==> config.mk <==
export PLATFORM = sky130hd
export DESIGN_NAME = div_issue_ctrl_flat
export DESIGN_NICKNAME = d
export VERILOG_FILES = /design/src/rtl/ariane_pkg.sv /design/src/rtl/div_issue_ctrl_if.sv /design/src/rtl/div_issue_ctrl_operand_prep.sv /design/src/rtl/div_issue_ctrl.sv /design/src/flat_wrapper.sv
export SDC_FILE = /design/constraint.sdc
export NUM_CORES = 1
export LEC_CHECK = 0
export CAP_MARGIN = 20
export CORE_AREA = 4 4 160 162
export DETAILED_ROUTE_END_ITERATION = 12
export DIE_AREA = 0 0 164 166
export GPL_TIMING_DRIVEN = 0
export HOLD_SLACK_MARGIN = 0.15
export PLACE_DENSITY = 0.49
export SYNTH_ARGS = -nofsm -noshare
export SYNTH_HDL_FRONTEND = slang
export SYNTH_SLANG_ARGS = --single-unit
==> constraint.sdc <==
create_clock -name clk_i -period 1.9 [get_ports clk_i]
set_clock_uncertainty 0.1 [all_clocks]
set_input_delay 0.285 -clock clk_i [delete_from_list [all_inputs] [get_ports clk_i]]
set_output_delay 0.285 -clock clk_i [all_outputs]
set_load 0.005 [all_outputs]
==> src/rtl/ariane_pkg.sv <==
// Shared definitions for the divider issue controller: functional-unit opcodes,
// transaction id width, divider opcode encoding and FSM state encoding.
package ariane_pkg;

  localparam int TRANS_ID_BITS = 3;

  typedef enum logic [3:0] {
    ADD   = 4'd0,
    DIV   = 4'd1,
    DIVU  = 4'd2,
    REM   = 4'd3,
    REMU  = 4'd4,
    DIVW  = 4'd5,
    DIVUW = 4'd6,
    REMW  = 4'd7,
    REMUW = 4'd8
  } fu_op;

  localparam logic [1:0] DIV_OP_UDIV = 2'd0;
  localparam logic [1:0] DIV_OP_DIV  = 2'd1;
  localparam logic [1:0] DIV_OP_UREM = 2'd2;
  localparam logic [1:0] DIV_OP_REM  = 2'd3;

  typedef logic [1:0] div_state_t;
  localparam div_state_t ST_IDLE = 2'd0;
  localparam div_state_t ST_BUSY = 2'd1;
  localparam div_state_t ST_RESP = 2'd2;

endpackage

==> src/rtl/div_issue_ctrl_if.sv <==
// Issue, divider and writeback signals of the divider issue controller.
// The slave modport is the controller's view; master is the surrounding pipeline.
interface div_issue_ctrl_if #(parameter int WIDTH = 64);

  logic                                 flush_i;
  logic                                 valid_i;
  logic                                 ready_o;
  ariane_pkg::fu_op                     operation_i;
  logic [ariane_pkg::TRANS_ID_BITS-1:0] trans_id_i;
  logic [WIDTH-1:0]                     op_a_i;
  logic [WIDTH-1:0]                     op_b_i;

  logic                                 div_in_vld_o;
  logic                                 div_in_rdy_i;
  logic [ariane_pkg::TRANS_ID_BITS-1:0] div_id_o;
  logic [WIDTH-1:0]                     div_op_a_o;
  logic [WIDTH-1:0]                     div_op_b_o;
  logic [1:0]                           div_opcode_o;
  logic                                 div_flush_o;
  logic                                 div_out_vld_i;
  logic                                 div_out_rdy_o;
  logic [ariane_pkg::TRANS_ID_BITS-1:0] div_id_i;
  logic [WIDTH-1:0]                     div_res_i;

  logic                                 valid_o;
  logic                                 wb_ready_i;
  logic [ariane_pkg::TRANS_ID_BITS-1:0] trans_id_o;
  logic [WIDTH-1:0]                     result_o;

  modport slave (
    input  flush_i, valid_i, operation_i, trans_id_i, op_a_i, op_b_i,
           div_in_rdy_i, div_out_vld_i, div_id_i, div_res_i, wb_ready_i,
    output ready_o, div_in_vld_o, div_id_o, div_op_a_o, div_op_b_o, div_opcode_o,
           div_flush_o, div_out_rdy_o, valid_o, trans_id_o, result_o
  );

  modport master (
    output flush_i, valid_i, operation_i, trans_id_i, op_a_i, op_b_i,
           div_in_rdy_i, div_out_vld_i, div_id_i, div_res_i, wb_ready_i,
    input  ready_o, div_in_vld_o, div_id_o, div_op_a_o, div_op_b_o, div_opcode_o,
           div_flush_o, div_out_rdy_o, valid_o, trans_id_o, result_o
  );

endinterface

==> src/rtl/div_issue_ctrl_operand_prep.sv <==
// Combinational decode of the fu_op into divider opcode and word flag, plus
// 32-bit operand extension for the W variants.
module div_operand_prep
  import ariane_pkg::*;
#(
  parameter int WIDTH = 64
) (
  input  fu_op             operation,
  input  logic [WIDTH-1:0] op_a,
  input  logic [WIDTH-1:0] op_b,
  output logic [WIDTH-1:0] op_a_prep,
  output logic [WIDTH-1:0] op_b_prep,
  output logic [1:0]       opcode,
  output logic             is_word,
  output logic             is_div
);

  logic is_rem;
  logic is_signed;

  always_comb begin
    is_div    = 1'b1;
    is_word   = 1'b0;
    is_rem    = 1'b0;
    is_signed = 1'b0;
    case (operation)
      DIV:     is_signed = 1'b1;
      DIVU:    ;
      REM:     begin is_rem = 1'b1; is_signed = 1'b1; end
      REMU:    is_rem = 1'b1;
      DIVW:    begin is_word = 1'b1; is_signed = 1'b1; end
      DIVUW:   is_word = 1'b1;
      REMW:    begin is_word = 1'b1; is_rem = 1'b1; is_signed = 1'b1; end
      REMUW:   begin is_word = 1'b1; is_rem = 1'b1; end
      default: is_div = 1'b0;
    endcase
  end

  assign op_a_prep = is_word ? {{(WIDTH-32){is_signed & op_a[31]}}, op_a[31:0]} : op_a;
  assign op_b_prep = is_word ? {{(WIDTH-32){is_signed & op_b[31]}}, op_b[31:0]} : op_b;
  assign opcode    = {is_rem, is_signed};

endmodule

==> src/rtl/div_issue_ctrl.sv <==
// Issue-side controller for the serial divider: one request in flight, result
// held for writeback under backpressure. Optional feature macro: DIV_ZERO_FASTPATH_EN.
//
// state   | meaning
// IDLE    | waiting for a request; handshake to divider is combinational
// BUSY    | request accepted by divider, waiting for the matching response
// RESP    | result held, valid_o high until writeback accepts it
module div_issue_ctrl
  import ariane_pkg::*;
#(
  parameter int WIDTH = 64
) (
  input logic             clk_i,
  input logic             rst_ni,
  div_issue_ctrl_if.slave bus
);

  logic [WIDTH-1:0]         op_a_prep;
  logic [WIDTH-1:0]         op_b_prep;
  logic [1:0]               opcode;
  logic                     is_word;
  logic                     is_div;

  div_state_t               state_q;
  div_state_t               state_d;
  logic [TRANS_ID_BITS-1:0] id_q;
  logic                     is_word_q;
  logic [WIDTH-1:0]         result_q;

  logic                     req_fire;
  logic                     resp_fire;
  logic                     zero_div;

  div_operand_prep #(.WIDTH(WIDTH)) u_prep (
    .operation (bus.operation_i),
    .op_a      (bus.op_a_i),
    .op_b      (bus.op_b_i),
    .op_a_prep (op_a_prep),
    .op_b_prep (op_b_prep),
    .opcode    (opcode),
    .is_word   (is_word),
    .is_div    (is_div)
  );

  function automatic logic [WIDTH-1:0] fmt_res(input logic [WIDTH-1:0] r, input logic w);
    return w ? {{(WIDTH-32){r[31]}}, r[31:0]} : r;
  endfunction

`ifdef DIV_ZERO_FASTPATH_EN
  logic [WIDTH-1:0] zero_res;
  assign zero_div = (op_b_prep == '0);
  // Divide-by-zero is answered locally with the architectural results.
  assign zero_res = opcode[1] ? op_a_prep : '1;
`else
  assign zero_div = 1'b0;
`endif

  assign req_fire  = (state_q == ST_IDLE) & bus.valid_i & is_div & ~bus.flush_i;
  assign resp_fire = (state_q == ST_BUSY) & bus.div_out_vld_i & (bus.div_id_i == id_q)
                     & ~bus.flush_i;

  always_comb begin
    state_d = state_q;
    case (state_q)
      ST_IDLE: if (req_fire) state_d = zero_div ? ST_RESP : ST_BUSY;
      ST_BUSY: if (resp_fire) state_d = ST_RESP;
      ST_RESP: if (bus.wb_ready_i) state_d = ST_IDLE;
      default: state_d = ST_IDLE;
    endcase
    if (bus.flush_i) state_d = ST_IDLE;
  end

  always_ff @(posedge clk_i or negedge rst_ni) begin
    if (!rst_ni) begin
      state_q   <= ST_IDLE;
      id_q      <= '0;
      is_word_q <= 1'b0;
      result_q  <= '0;
    end else begin
      state_q <= state_d;
      if (req_fire) begin
        id_q      <= bus.trans_id_i;
        is_word_q <= is_word;
      end
      if (resp_fire) result_q <= fmt_res(bus.div_res_i, is_word_q);
`ifdef DIV_ZERO_FASTPATH_EN
      if (req_fire && zero_div) result_q <= fmt_res(zero_res, is_word);
`endif
    end
  end

  assign bus.ready_o       = (state_q == ST_IDLE) & bus.div_in_rdy_i & ~bus.flush_i;
  assign bus.div_in_vld_o  = req_fire & ~zero_div;
  assign bus.div_id_o      = bus.trans_id_i;
  assign bus.div_op_a_o    = op_a_prep;
  assign bus.div_op_b_o    = op_b_prep;
  assign bus.div_opcode_o  = opcode;
  assign bus.div_flush_o   = bus.flush_i;
  assign bus.div_out_rdy_o = (state_q == ST_BUSY);
  assign bus.valid_o       = (state_q == ST_RESP);
  assign bus.trans_id_o    = id_q;
  assign bus.result_o      = result_q;

endmodule

==> src/flat_wrapper.sv <==
// flat-port wrapper written by rule: the top's interface ports become plain ports
module div_issue_ctrl_flat import ariane_pkg::*;
#(
  parameter int WIDTH = 64
)
  (clk_i, rst_ni, bus_flush_i, bus_valid_i, bus_operation_i, bus_trans_id_i, bus_op_a_i, bus_op_b_i, bus_div_in_rdy_i, bus_div_out_vld_i, bus_div_id_i, bus_div_res_i, bus_wb_ready_i, bus_ready_o, bus_div_in_vld_o, bus_div_id_o, bus_div_op_a_o, bus_div_op_b_o, bus_div_opcode_o, bus_div_flush_o, bus_div_out_rdy_o, bus_valid_o, bus_trans_id_o, bus_result_o);
  div_issue_ctrl_if #(.WIDTH(WIDTH)) bus_i ();
  input logic clk_i;
  input logic rst_ni;
  input wire logic [$bits(bus_i.flush_i)-1:0] bus_flush_i;
  input wire logic [$bits(bus_i.valid_i)-1:0] bus_valid_i;
  input wire logic [$bits(bus_i.operation_i)-1:0] bus_operation_i;
  input wire logic [$bits(bus_i.trans_id_i)-1:0] bus_trans_id_i;
  input wire logic [$bits(bus_i.op_a_i)-1:0] bus_op_a_i;
  input wire logic [$bits(bus_i.op_b_i)-1:0] bus_op_b_i;
  input wire logic [$bits(bus_i.div_in_rdy_i)-1:0] bus_div_in_rdy_i;
  input wire logic [$bits(bus_i.div_out_vld_i)-1:0] bus_div_out_vld_i;
  input wire logic [$bits(bus_i.div_id_i)-1:0] bus_div_id_i;
  input wire logic [$bits(bus_i.div_res_i)-1:0] bus_div_res_i;
  input wire logic [$bits(bus_i.wb_ready_i)-1:0] bus_wb_ready_i;
  output wire logic [$bits(bus_i.ready_o)-1:0] bus_ready_o;
  output wire logic [$bits(bus_i.div_in_vld_o)-1:0] bus_div_in_vld_o;
  output wire logic [$bits(bus_i.div_id_o)-1:0] bus_div_id_o;
  output wire logic [$bits(bus_i.div_op_a_o)-1:0] bus_div_op_a_o;
  output wire logic [$bits(bus_i.div_op_b_o)-1:0] bus_div_op_b_o;
  output wire logic [$bits(bus_i.div_opcode_o)-1:0] bus_div_opcode_o;
  output wire logic [$bits(bus_i.div_flush_o)-1:0] bus_div_flush_o;
  output wire logic [$bits(bus_i.div_out_rdy_o)-1:0] bus_div_out_rdy_o;
  output wire logic [$bits(bus_i.valid_o)-1:0] bus_valid_o;
  output wire logic [$bits(bus_i.trans_id_o)-1:0] bus_trans_id_o;
  output wire logic [$bits(bus_i.result_o)-1:0] bus_result_o;
  assign bus_i.flush_i = bus_flush_i;
  assign bus_i.valid_i = bus_valid_i;
  assign bus_i.operation_i = bus_operation_i;
  assign bus_i.trans_id_i = bus_trans_id_i;
  assign bus_i.op_a_i = bus_op_a_i;
  assign bus_i.op_b_i = bus_op_b_i;
  assign bus_i.div_in_rdy_i = bus_div_in_rdy_i;
  assign bus_i.div_out_vld_i = bus_div_out_vld_i;
  assign bus_i.div_id_i = bus_div_id_i;
  assign bus_i.div_res_i = bus_div_res_i;
  assign bus_i.wb_ready_i = bus_wb_ready_i;
  assign bus_ready_o = bus_i.ready_o;
  assign bus_div_in_vld_o = bus_i.div_in_vld_o;
  assign bus_div_id_o = bus_i.div_id_o;
  assign bus_div_op_a_o = bus_i.div_op_a_o;
  assign bus_div_op_b_o = bus_i.div_op_b_o;
  assign bus_div_opcode_o = bus_i.div_opcode_o;
  assign bus_div_flush_o = bus_i.div_flush_o;
  assign bus_div_out_rdy_o = bus_i.div_out_rdy_o;
  assign bus_valid_o = bus_i.valid_o;
  assign bus_trans_id_o = bus_i.trans_id_o;
  assign bus_result_o = bus_i.result_o;
  div_issue_ctrl #(.WIDTH(WIDTH)) u_core (.clk_i(clk_i), .rst_ni(rst_ni), .bus(bus_i));
endmodule
Yosys cells after proc, flatten, opt, wreduce, memory -nomap -nowiden --
Cells that the tools add are included.
Operators by class: equality and inequality tests 14, mux-type cells 12, bitwise gates (word level) 11, reductions and logical operators 6
Operator list (number):
- $mux W64 | 3
- $eq A4 B3 Y1 const B | 4
- $reduce_or A4 Y1 | 3
- $and A1 B1 Y1 | 10
- $eq A4 B2 Y1 const B | 2
- $mux W2 | 4
- $reduce_or A8 Y1 | 1
- $ne A3 B3 Y1 const B | 2
- $pmux W2 S3 | 1
- $eq A4 B1 Y1 const B | 1
- $eq A4 B4 Y1 const B | 1
- $mux W1 | 4
- $eq A3 B3 Y1 | 1
- $ne A3 B2 Y1 const B | 1
- $reduce_and A3 Y1 | 1
- $eq A2 B1 Y1 const B | 1
- $eq A2 B2 Y1 const B | 1
- $logic_not A2 Y1 | 1
- $not A1 Y1 | 1
Word-level totals: bits in registers 70, input bits 209, output and inout bits 205, logic and storage cells 47

Logic depth before layout (Yosys ltp) --
depth after elaboration 8, mapped depth 5, gate-level depth less buffers 3

Hierarchy --
A second synthesis with hierarchy kept.
Second synthesis, totals: cell total of the unflattened synthesis 544, area, all modules 4998.5 µm²
Modules (own cells, without submodules):
- div_issue_ctrl | times used 1, cells an instance 235, area an instance 3161.8 µm², sequential area each 1751.7 µm²
- div_operand_prep | times used 1, cells an instance 309, area an instance 1836.8 µm², sequential area each 0.0 µm²

Worst setup path after synthesis --
OpenSTA, ideal clock, no wires.
path kind register -> register, from register u_core.id_q[1], in the netlist u_core.bus.trans_id_o[1], to register u_core.result_q[54], in the netlist u_core.bus.result_o[54], library setup time 0.125 ns, data arrival time 1.439 ns, required time 1.675 ns, setup slack 0.235 ns, cell stages (with the launch flop) 5, path buffers 1, clock period less this slack 1.665 ns, cell sequence dfrtp_1 -> xnor2_1 -> nand4_4 -> buf_4 -> mux2_4
Between the ends: longest elaborated chain between the ends 3
RTL lines:
- start, declared | line div_issue_ctrl.sv:26 | logic [TRANS_ID_BITS-1:0] id_q;
- start signal, assigned | line div_issue_ctrl.sv:82 | id_q <= bus.trans_id_i;
- $eq A3 B3 Y1 | line div_issue_ctrl.sv:59 | assign resp_fire = (state_q == ST_BUSY) & bus.div_out_vld_i & (bus.div_id_i == id_q)
- $and A1 B1 Y1 | line div_issue_ctrl.sv:59
- $and A1 B1 Y1 | line div_issue_ctrl.sv:60 | & ~bus.flush_i;
- end signal, assigned | line div_issue_ctrl.sv:85 | if (resp_fire) result_q <= fmt_res(bus.div_res_i, is_word_q);
- end, declared | line div_issue_ctrl.sv:28 | logic [WIDTH-1:0] result_q;
No other way between the ends. A chain may end at the register's enable or synchronous reset.

Final worst setup path --
from input port bus_operation_i[0], to output port bus_div_opcode_o[1]
Between the ends: longest elaborated chain between the ends 3, elaborated cells on any way between the ends 6, those cells by class 4 x eq/ne; 1 x mux; 1 x reduce/logical
RTL lines:
- start, declared | line flat_wrapper.sv:12 | input wire logic [$bits(bus_i.operation_i)-1:0] bus_operation_i;
- $eq A4 B3 Y1, or another cell as far along | line div_issue_ctrl_operand_prep.sv:26 | case (operation)
- $reduce_or A4 Y1 (no line) *
- $mux W1 * | line div_issue_ctrl_operand_prep.sv:26
- end, declared | line flat_wrapper.sv:26 | output wire logic [$bits(bus_i.div_opcode_o)-1:0] bus_div_opcode_o;
Mark *: on every way between the ends. The rest lies on a longest branch, timed or not.

==> results.md <==
- Status: completed
- Final core occ: between 30% and 40%
- Via count: ~4300
- Largest net degree at the start of global routing: 50
- Share of cells above drive strength 1: 31.1%
- Max-cap violations: 0
- Rows: 57
- Min Tclk post-route: between 1500 and 2000 ps
- DR iter-0 viols: between 50 and 60
- Max H-tree Level: 3
- Root buf cell: clkbuf_16
- Vias in the first global route: approximately 4800
- Fin. max-slew vios: 0
- DIE HEIGHT: 166 um
- Area delta synth->final: 109%
- DR pass1 iterations: 4
- R2R setup slack: around 60 ps
- Avg Inst Size Synth: between 10 and 15 um^2
- Post-Syn Instances: around 400
- Post-route DRC: 0
- Max incr delay on CP: 510 ps
- Worst hold slack: roughly 290 ps
- Fillcell total: approximately 2500
- Final Hold Viols: 0
- Vias/cell: between 3 and 4
- PwrDens: 762 nW/um^2
- GRT overflow: 0
- Die ar.: 27200 um^2
- Syn_nets: ~600
- Detail Route Antenna Nets: 0
- Unrepaired setup endpoints after global routing: yes
- CTS tree: done
- Worst-Skew Late Latency: about 330 ps
- # IOs: 414
- Post-synthesis sequential area ratio: approximately two fifths
- Routed WL per cell: between 15 and 20 um
- Critical Path Start Type: input pin
- Placed cell area: between 8000 and 9000 um^2
- Max VDD drop: about 0.00032 V
- Crit path top cell by count: buf_4
- Clk sink count: 70
- CTS clock-pin slew for the worst setup and hold paths: 60 ps
- Routed wire length: about 21000 um
- Tot Pwr: 6.68 mW
- CP Cell Sequence: buf_6 > nor2b_4 > buf_4 > nand2_1 > o31ai_1 > buf_4 > clkdlybuf4s50_1
- Crit path max fanout: 6
- Final period util: a little over nine tenths
- Num CTS Buffers: 9
- Post-layout worst setup margin: ~38 ps
- Final setup viols: 0
- Slowest cell on the critical path: clkdlybuf4s50_1
- Fin cells: approximately 1100
- Crit end category: output pin
- Initial Util: between 15 and 20%
- Dpl hpwl: approximately 17000 um
- Port Buffers: ~350
- Core area: approximately 24000 um^2
- Total negative slack: 0 ps
- Longest Clk Path Bufs: 2
- Leak Pwr: 4.41 nW
- Inst Count DP: ~1100
- Relative slew slack: 65.9%
- Worst slew pin tran: between 500 and 600 ps
- Critical path type: in -> out
- Synth warn: 0
- Die Wd: 164 um
- Synth Cell Area: 4180 um^2
- Req. time, crit path: roughly 1500 ps
- Distinct cells, synth: 33
- Final net count: 999
- First-pass GRT wire length: ~31000 um
- Dpl ws: -1130 ps
- Tot GR Track Use: between 10% and 20%
- Initial antenna violation count: 3
- Worst hold path type: in -> async
- CP arrival: roughly 1500 ps
- Fin area: 8760 um^2
- Max Clk Rate: between 500 and 600 MHz
- #FFs+latches synth: 70
- Placer's final routability congestion estimate: around 0.73
## synth_stat cells, drive strengths merged
cell type	count	share of area (%)
and2	1	0.15
and4bb	1	0.30
inv	34	3.1
and3	2	0.30
o21ai	32	3.8
nor4	1	0.15
and3b	1	0.21
mux2i	1	0.24
buf	88	15
a31oi	1	0.15
nor3	2	0.24
o31ai	2	0.36
mux2	67	18
or4	1	0.18
nor2	1	0.090
clkbuf	9	0.81
nand2	3	0.27
a2bb2oi	1	0.21
a21oi	1	0.12
a21o	64	11
dfrtp	70	42
xnor2	4	0.84
nand2b	2	0.30
nand4	3	0.81
and4b	1	0.24
nor2b	2	0.30
and2b	1	0.18
## where the power goes
group	switching (mW)	internal, mW	total [mW]
logic	0.908	1.87	2.78
registers	0.240	1.95	2.19
clock network	0.655	1.05	1.71
total	1.80	4.87	6.68
## state kept, by name (all words and copies together), names as in the netlist
name,count
u_core.bus.result_o,64
u_core.state_q,2
u_core.bus.trans_id_o,3
u_core.is_word_q,1
## layout make-up
| type | instances | area [um^2] | area share (%) |
|---|---|---|---|
| Buffer | 94 | 772 | 8.82 |
| Inverter | 34 | 128 | 1.46 |
| Timing Repair Buffer | 386 | 3670 | 41.9 |
| Antenna cell | 3 | 7.51 | 0.0857 |
| Multi-Input combinational cell | 195 | 1720 | 19.6 |
| Clock inverter | 5 | 57.6 | 0.657 |
| Clock buffer | 11 | 243 | 2.77 |
| Tap cell | 324 | 405 | 4.63 |
| Sequential cell | 70 | 1750 | 20.0 |
## what timing repair did
| action | 4_1_cts | 5_1_grt |
|---|---|---|
| hold endpoints to repair | 70 | 0 |
| cloned | 5 | 1 |
| setup buffers | 24 | 4 |
| hold buffers | 1 | 0 |
| gates resized for setup | 227 | 34 |
| pin swaps | 11 | 3 |
| endpoints found under the setup margin | 133 | 74 |
## critical path: cells and delay by family
family,cells,cell delay [ps]
AOI/OAI and AO/OA,1,60
and+or+nand+nor,2,240
buffers and inverters,4,890
## cell families after synthesis
| family | share of synthesized area (%) |
|---|---|
| AOI/OAI and AO/OA | 16.1 |
| xor gates and xnor gates | 0.837 |
| buffers and inverters | 19.1 |
| DFF | 41.9 |
| muxes | 18.4 |
| and+or+nand+nor | 3.71 |
## placed cells by master, fill, tap and decap left out, drive strengths merged, types with 2 or more instances in the layout
cell             n
a21o            64
and3             2
buf            148
clkbuf          23
clkdlybuf4s15   12
clkdlybuf4s50  275
clkinv           3
dfrtp           70
diode            3
dlygate4sd2     32
inv             35
mux2            67
nand2            3
nand2b           2
nand4            3
nor2b            2
nor3             2
o21ai           32
o31ai            2
xnor2            4
## routing by layer
layer  vias up  track usage (%)  part of all wire, %  routed length [um]
met3        15             6.08                   10                2200
met4         0             3.50                  1.2                 257
met5         -                0                    0                   0
met2       220             28.5                   54               11500
met1      2012             15.0                   34                7210
li1       2065                -                    -                   -
## final timing paths
path | startpoint | end | depth (start not counted)
worst min register to register | u_core.bus.result_o[27] | u_core.bus.result_o[27] | 1
worst max-delay path | bus_operation_i[0] | bus_div_opcode_o[1] | 7
worst min-delay path | rst_ni | u_core.bus.result_o[42] | 2
max in group asynchronous | rst_ni | u_core.state_q[0] | 3
worst max register to register | u_core.state_q[1] | u_core.bus.result_o[29] | 6
min in group clk_i | bus_operation_i[1] | u_core.state_q[0] | 4
Note: power is estimated with default switching activity, not from simulation.
